===== src/rtl/aftab_dawu_pkg.sv =====
// rtl/aftab_dawu_pkg.sv - shared types and helpers for the multilane data-adjustment write unit
package aftab_dawu_pkg;

  localparam logic [1:0] SZ_BYTE = 2'b00;
  localparam logic [1:0] SZ_HALF = 2'b01;
  localparam logic [1:0] SZ_WORD = 2'b10;

  typedef enum logic {
    IDLE  = 1'b0,
    WRITE = 1'b1
  } dawu_state_t;

  // Store size in bytes; the reserved encoding behaves as a word.
  function automatic logic [2:0] size_bytes(input logic [1:0] sz);
    case (sz)
      SZ_BYTE: return 3'd1;
      SZ_HALF: return 3'd2;
      default: return 3'd4;
    endcase
  endfunction

endpackage


===== src/rtl/aftab_dawu_lane_mask.sv =====
// rtl/aftab_dawu_lane_mask.sv - per-beat byte count, byte enables and lane steering
module aftab_dawu_lane_mask #(
  parameter int XLEN      = 32,
  parameter int MEM_BYTES = 4,
  parameter int OFF_W     = (MEM_BYTES > 1) ? $clog2(MEM_BYTES) : 1
) (
  input  logic [OFF_W-1:0]       off,
  input  logic [2:0]             remR,
  input  logic [XLEN-1:0]        dataR,
  output logic [2:0]             n,
  output logic [MEM_BYTES-1:0]   memByteEn,
  output logic [8*MEM_BYTES-1:0] memDataOut
);

  // Bytes that fit in this beat start at lane off; lane k carries byte k-off of the pending data.
  always_comb begin
    int off_i;
    int n_i;
    off_i      = (MEM_BYTES > 1) ? int'(off) : 0;
    n_i        = MEM_BYTES - off_i;
    if (int'(remR) < n_i) begin
      n_i = int'(remR);
    end
    n          = 3'(n_i);
    memByteEn  = '0;
    memDataOut = '0;
    for (int k = 0; k < MEM_BYTES; k++) begin
      if ((k >= off_i) && (k < off_i + n_i)) begin
        memByteEn[k]         = 1'b1;
        memDataOut[8*k +: 8] = dataR[8*(k-off_i) +: 8];
      end
    end
  end

endmodule


===== src/rtl/aftab_dawu_multilane.sv =====
// rtl/aftab_dawu_multilane.sv - splits a core store into aligned memory beats with byte enables
module aftab_dawu_multilane
  import aftab_dawu_pkg::*;
#(
  parameter int XLEN             = 32,
  parameter int MEM_BYTES        = 4,
  parameter bit ALLOW_MISALIGNED = 1'b1
) (
  input  logic                   clk,
  input  logic                   rst,
  input  logic                   startDAWU,
  input  logic [XLEN-1:0]        addrIn,
  input  logic [XLEN-1:0]        dataIn,
  input  logic [1:0]             sizeIn,
  input  logic                   memRdy,
  output logic [XLEN-1:0]        memAddr,
  output logic [8*MEM_BYTES-1:0] memDataOut,
  output logic [MEM_BYTES-1:0]   memByteEn,
  output logic                   writeMem,
  output logic                   busy,
  output logic                   completeDAWU,
  output logic                   misaligned
);

  localparam int OFF_W = (MEM_BYTES > 1) ? $clog2(MEM_BYTES) : 1;
  localparam logic [XLEN-1:0] LANE_MASK = XLEN'(MEM_BYTES - 1);

  dawu_state_t      state_q, state_d;
  logic [XLEN-1:0]  addr_q, addr_d;
  logic [XLEN-1:0]  data_q, data_d;
  logic [2:0]       rem_q, rem_d;
  logic             busy_q, busy_d;

  logic [OFF_W-1:0]       off;
  logic [2:0]             n;
  logic [MEM_BYTES-1:0]   lane_en;
  logic [8*MEM_BYTES-1:0] lane_data;
  logic [2:0]             req_bytes;
  logic                   req_unaligned;
  logic                   reject;
  logic                   accept;
  logic                   in_write;
  logic                   last_beat;

  assign off = OFF_W'(addr_q & LANE_MASK);

  aftab_dawu_lane_mask #(
    .XLEN      (XLEN),
    .MEM_BYTES (MEM_BYTES),
    .OFF_W     (OFF_W)
  ) u_lane_mask (
    .off        (off),
    .remR       (rem_q),
    .dataR      (data_q),
    .n          (n),
    .memByteEn  (lane_en),
    .memDataOut (lane_data)
  );

  // Request qualification, beat bookkeeping and next-state selection.
  always_comb begin
    in_write      = (state_q == WRITE);
    req_bytes     = size_bytes(sizeIn);
    req_unaligned = (addrIn & XLEN'(req_bytes - 3'd1)) != '0;
    reject        = startDAWU && !in_write && !ALLOW_MISALIGNED && req_unaligned;
    accept        = startDAWU && !in_write && !reject;
    last_beat     = (rem_q == n);

    state_d = state_q;
    addr_d  = addr_q;
    data_d  = data_q;
    rem_d   = rem_q;
    case (state_q)
      IDLE: begin
        if (accept) begin
          state_d = WRITE;
          addr_d  = addrIn;
          data_d  = dataIn;
          rem_d   = req_bytes;
        end
      end
      WRITE: begin
        if (memRdy) begin
          addr_d = addr_q + XLEN'(n);
          data_d = data_q >> {n, 3'b000};
          rem_d  = rem_q - n;
          if (last_beat) begin
            state_d = IDLE;
          end
        end
      end
      default: state_d = IDLE;
    endcase
    busy_d = (state_d != IDLE);
  end

  // State and store registers; reset aborts any store in flight.
  always_ff @(posedge clk or posedge rst) begin
    if (rst) begin
      state_q <= IDLE;
      addr_q  <= '0;
      data_q  <= '0;
      rem_q   <= '0;
      busy_q  <= 1'b0;
    end else begin
      state_q <= state_d;
      addr_q  <= addr_d;
      data_q  <= data_d;
      rem_q   <= rem_d;
      busy_q  <= busy_d;
    end
  end

  // Beat outputs are forced to zero outside WRITE so IDLE and reset read as all-zero.
  always_comb begin
    busy         = busy_q;
    writeMem     = in_write;
    completeDAWU = in_write && memRdy && last_beat;
    misaligned   = reject;
    memAddr      = in_write ? (addr_q & ~LANE_MASK) : '0;
    memByteEn    = in_write ? lane_en : '0;
    memDataOut   = in_write ? lane_data : '0;
  end

endmodule


===== config.mk =====
export PLATFORM = sky130hd
export DESIGN_NAME = aftab_dawu_multilane
export DESIGN_NICKNAME = d
export VERILOG_FILES = /design/src/rtl/aftab_dawu_pkg.sv /design/src/rtl/aftab_dawu_lane_mask.sv /design/src/rtl/aftab_dawu_multilane.sv
export SDC_FILE = /design/constraint.sdc
export NUM_CORES = 1
export LEC_CHECK = 0
export CAP_MARGIN = 15
export CORE_MARGIN = 10
export CORE_UTILIZATION = 45
export DETAILED_ROUTE_END_ITERATION = 7
export PLACE_DENSITY = 0.81
export SYNTH_ARGS = -nofsm -noshare
export SYNTH_HDL_FRONTEND = slang
export SYNTH_SLANG_ARGS = --single-unit
export TNS_END_PERCENT = 100

===== constraint.sdc =====
create_clock -name clk -period 5.2 [get_ports clk]
set_input_delay 0.78 -clock clk [delete_from_list [all_inputs] [get_ports clk]]
set_output_delay 0.78 -clock clk [all_outputs]
set_load 0.005 [all_outputs]

# Word level (Yosys, flattened, before mapping)
# Index checks and enable logic that the tools add are counted.
# op_classes
n_mul	0
reduce_logical	9
shift	5
div_mod_pow	0
bitwise_logic	1
n_addsub	8
n_mux	26
order_cmp	8
eq_ne	4
# op_table
op	n
$mux W32	7
$pmux W32 S2	2
$shiftx A32 B32 Y8	4
$lt A3 B32 Y1 const A	2
$add A3 B32 Y32	1
$add A32 B3 Y32	1
$lt A1 B32 Y1 const A	1
$lt A2 B32 Y1 const A	1
$lt A4 B32 Y1	1
$mux W8	4
$shr A32 B6 Y32	1
$pmux W3 S2	2
$mux W1	7
$logic_and A1 B1 Y1	6
$mux W3	2
$sub A1 B2 Y3 const A	2
$sub A2 B2 Y3 const A	2
$ge A1 B2 Y1 const A	2
$mux W4	1
$ne A2 B2 Y1 const B	2
$sub A3 B2 Y4 const A	1
$eq A3 B3 Y1	1
$sub A3 B3 Y3	1
$eq A2 B1 Y1 const B	1
other kinds (6)	6
# word_totals
ff_bits	68
mem_bits_rw	0
latch_bits	0
mem_count	0
mem_bits_ro	0

# Logic depth before layout (Yosys ltp)
# logic_depth
depth_word	8
depth_mapped	22
mapped_depth_nobuf	16

# Hierarchy
# From an unflattened synthesis, not the netlist that was laid out.
# unflattened
hier_cells	632
area_unflattened_um2	5627.9
# modules_own_cells
module	area_per_inst_um2	n_inst	cells_each	seq_area_each_um2
aftab_dawu_multilane	4496.8	1	509	1701.6
aftab_dawu_lane_mask	1131.1	1	123	0.0

# Least setup slack after synthesis
# OpenSTA, ideal clock, no wires.
# synth_timing
path_kind	flip-flop to output port
start	register addr_q[0]
end	output memDataOut[0]
arrival_time_ns	4.866
stages_incl_launch_ff	22
path_buffers	6
slack_ns	-0.446
path_cell_list	dfrtp_1 buf_6 buf_1 buf_2 inv_1 ha_1 buf_2 clkbuf_1 inv_1 ha_1 o21a_1 nor2_1 o32ai_4 inv_2 ha_1 fa_1 nor2_1 nor2_1 clkbuf_1 or2_2 o211ai_1 nor2b_1
# synth_via
elab_chain_len	8
elab_cells_between_ends	11
cone_classes	add/sub: 3; order compare: 3; shift: 1; mux: 3; reduce/logical: 1
# synth_lines
item	line_no	text
start: declaration	aftab_dawu_multilane.sv:29	logic [XLEN-1:0] addr_q, addr_d;
start signal: assignment	aftab_dawu_multilane.sv:107	addr_q <= addr_d;
$sub A3 B2 Y4	aftab_dawu_lane_mask.sv:20	n_i = MEM_BYTES - off_i;
$lt A4 B32 Y1	aftab_dawu_lane_mask.sv:21	if (int'(remR) < n_i) begin
$mux W32	aftab_dawu_lane_mask.sv:21	
$add A3 B32 Y32	aftab_dawu_lane_mask.sv:28	if ((k >= off_i) && (k < off_i + n_i)) begin
$lt A1 B32 Y1	aftab_dawu_lane_mask.sv:28	
$logic_and A1 B1 Y1	aftab_dawu_lane_mask.sv:28	
$mux W8 *	aftab_dawu_lane_mask.sv:28	
$mux W32 *	aftab_dawu_multilane.sv:122	memDataOut = in_write ? lane_data : '0;
end: declaration	aftab_dawu_multilane.sv:17	output logic [8*MEM_BYTES-1:0] memDataOut,
# Every way passes the cells marked *; elsewhere a longest branch is shown, timed or not.

# Worst setup path after layout
# layout_timing
start	register addr_q[1]
end	output memDataOut[7]
# Same word-level chain as after synthesis.

==> metrics.md <==
| Metric | Value |
|---|---|
| Status | finished, final reports clean |
| Number of buffers added on ports | 138 |
| First-pass GRT wire length | 27100 µm |
| Total die area | 16100 µm² |
| Synth area leader | dfrtp_1 |
| Top_reg_cell synth | dfrtp_1 |
| Die W | 127 µm |
| Drt initial violations | 321 |
| Largest net degree at the start of global routing | 69 |
| Placed cell count | 810 |
| Post-Syn Area | 5140 µm² |
| Peak supply drop | 0.539 mV |
| Clock Skew | 0.0120 ns |
| # Max-Cap Violations | 0 |
| Final Cycle Share | 96.7% |
| Vias | 5044 |
| WP data required | 4.42 ns |
| DP Area | 6600 µm² |
| Routability cong. | 0.933 |
| Arr. time, crit path | 4.25 ns |
| Layout area overhead | 35.3% |
| Global route total overflow | 0 |
| Syn avg cell area | 9.24 µm² |
| Crit. path cell count | 16 |
| Total track usage | 20.3% |
| WL final | 17100 µm |
| Post-route cell area | 6950 µm² |
| WHS Endpoint | addr_q[29] |
| Min Hold Slack | 0.512 ns |
| Slew headroom | 25.9% |
| Fin util | 63.3% |
| R2r setup slk | 1.29 ns |
| Initial antenna violation count | 0 |
| CP Class | reg2out |
| Post-synth top area share | 33.1% |
| Yosys warns | 0 |
| Synthesis-stage register bit count | 68 |
| Number of routed nets with antenna violations | 0 |
| Vias in the first global route | 5119 |
| Fin cells | 829 |
| Crit-path cells | inv_1 -> ha_2 -> inv_1 -> ha_1 -> and2_4 -> a311oi_4 -> mux2_4 -> ha_1 -> a21o_1 -> nor2_1 -> nor2_2 -> or2_2 -> o211ai_1 -> buf_4 -> nor2b_1 -> clkdlybuf4s50_1 |
| Worst path bufs/invs | 4 |
| CP Max Fanout | 9 |
| Leakage power figure | 2.78 nW |
| Area of the multi-input gates | 3190 µm² |
| Post-route minimum period | 5.03 ns |
| Worst-margin pin slew | 1.11 ns |
| CTS Buffer Depth | 2 |
| Top cells by area, synth | dfrtp_1 33%, mux4_2 11%, nor2_1 5.4% |
| Core Rows | 38 |
| Crit-path max cell delay | 0.46 ns |
| Share of layout cells above drive strength 1 | 12.6% |
| CTS tree | done |
| H-tree levels | 3 |
| CTS clk-pin slew, worst paths | 0.06 ns |
| Clk pwr share | 11.1% |
| Sw Ratio | 43.5% |
| Reg2Reg Depth | 14 |
| Clock sinks | 68 |
| Slew Viols, Final | 0 |
| Power, Total | 5.83 mW |
| Root Driver | clkbuf_16 |
| Min-delay src | addr_q[29] |
| Pwr dens | 839 nW/µm² |
| Startpoint Class | register |
| Gate power share | 68.7% |
| Switching pwr | 2.54 mW |
| Starting Density | 46.8% |
| FILL cells | 882 |
| TritonCTS Buffers | 9 |
| Detailed Place HPWL | 12600 µm |
| Post-Synthesis Cells | 556 |
| Reg area | 1700 µm² |
| Flop pwr share | 20.3% |
| Most frequent cells after synthesis | 74 x nor2_1, 68 x dfrtp_1, 34 x nand2_1, 33 x a21oi_1, 26 x and2_1 |
| Setup violators final | 0 |
| Reg-to-reg endpoint | addr_q[15] |
| Pre-CTS setup slack | 0.189 ns |
| Most frequent cell after synthesis | nor2_1 |
| Asr flop ratio synth | 100% |
| Max Freq | 199 MHz |
| CP endpoint kind | output pin |
| Worst hold-check path type | reg2reg |
| Total Neg Setup Slack | 0 ns |
| Design internal power | 3.29 mW |
| Reg2reg start | addr_q[1] |
| IO Count | 142 |
| Clock latency on the worst-skew pair | 0.33 ns |
| Ant diodes | 0 |
| Number of synthesized flops with an enable pin | 0 |
| DRC violations left | 0 |
| Via-to-Cell Ratio | 6.08 |
| CTS Hold Bufs | 0 |
| Wirelength per Cell | 20.6 µm |
| Die height | 127 µm |
| First-pass DRT Iterations | 5 |
| Final worst setup slack | 0.172 ns |
| Final hold vios | 0 |
| Hold Path Depth | 1 |
| Core box area | 11000 µm² |
| Critical-path top delay cell | clkdlybuf4s50_1 |
| Kind of cell adding the most delay to the critical path | buffers and inverters |
| Register area share after synthesis | 33.1% |
| Fin nets | 769 |
| Netlist cell types | 62 |
-- cells by family after synthesis --
kind of cell	share of synthesized area, %
other	0.0730
multiplexers	15.6
buffers and inverters	5.33
AO/OA/AOI/OAI	20.1
flip-flops	33.1
adder cells (fa/ha/maj)	3.70
AND/OR/NAND/NOR	21.5
XOR/XNOR	0.512
-- final cells by class --
| type | instances | share of cell area, % |
|---|---|---|
| multi-input cells | 432 | 45.9 |
| flip-flops and latches | 68 | 24.5 |
| repair buffers | 154 | 21.6 |
| clock buffers | 10 | 3.29 |
| well taps | 140 | 2.52 |
| clock inverters | 5 | 1.12 |
| inverters | 20 | 1.08 |
-- power by group through the flow --
stage	sequential, mW	combinational (mW)	clock (mW)
2_1_floorplan	1.01	2.54	0
3_3_place_gp	1.14	3.76	0
3_5_place_dp	1.16	3.86	0
4_1_cts	1.16	3.91	0.647
5_1_grt	1.21	4.36	0.670
6_report	1.18	4.00	0.645
-- cell usage in the layout, fill, tap and decap left out, types with 4 or more instances in the layout --
cell type | netlist | layout
o21ai_0 | 25 | 25
inv_1 | 17 | 16
and3_1 | 13 | 13
ha_1 | 12 | 11
o21ai_1 | 4 | 4
nor2_1 | 74 | 73
a22oi_1 | 15 | 15
nand4_1 | 4 | 4
dfrtp_1 | 68 | 67
and2_1 | 26 | 26
a211oi_1 | 14 | 14
mux2_2 | 5 | 5
nand2_1 | 34 | 34
a31oi_1 | 10 | 10
nor3_1 | 13 | 13
o211ai_1 | 7 | 7
a22o_1 | 8 | 8
nand3_1 | 16 | 15
mux2i_1 | 14 | 14
buf_4 | 5 | 16
a21oi_1 | 33 | 33
a311oi_1 | 12 | 12
o22ai_1 | 4 | 4
clkdlybuf4s50_1 | 0 | 138
nor2b_1 | 17 | 16
mux4_2 | 24 | 24
clkbuf_16 | 0 | 9
-- per-layer routing --
metal | vias to the layer above | routed length, µm | GRT usage, % | share of wire [%]
met1 | 2449 | 6740 | 24.8 | 39
met2 | 268 | 8610 | 34.8 | 50
li1 | 2307 | - | - | -
met5 | - | 0 | 0 | 0
met3 | 20 | 1470 | 4.08 | 8.6
met4 | 0 | 294 | 6.63 | 1.7
-- sequential cells by signal, indices dropped and copies added (netlist names) --
signal	cells
addr_q	32
busy	1
data_q	32
rem_q	3
-- worst max-delay path by stage --
stage                          from        endpoint
after floorplan           addr_q[0]   memDataOut[0]
after global placement    addr_q[1]  memDataOut[14]
after detailed placement  addr_q[1]  memDataOut[19]
after CTS                 addr_q[1]   memDataOut[7]
after global routing      addr_q[1]   memDataOut[1]
final                     addr_q[1]   memDataOut[7]
-- worst register-to-register path: stages, from the launching register on --
cell and delay [ns]:
dfrtp_1 0.39, inv_1 0.13, ha_2 0.21, inv_1 0.06, ha_1 0.34, and2_4 0.20
a311oi_4 0.26, mux2_4 0.39, ha_1 0.29, a21o_1 0.13, a21oi_1 0.17, nor3_1 0.73
nand2_1 0.24, nand3_1 0.14, o211ai_1 0.09
-- repair_timing --
item	4_1_cts	5_1_grt
resized for setup	3	2
setup buffers	0	4
endpoints found under the setup margin	25	26
pin swaps	0	2
Power figures use the tool's default switching activity.
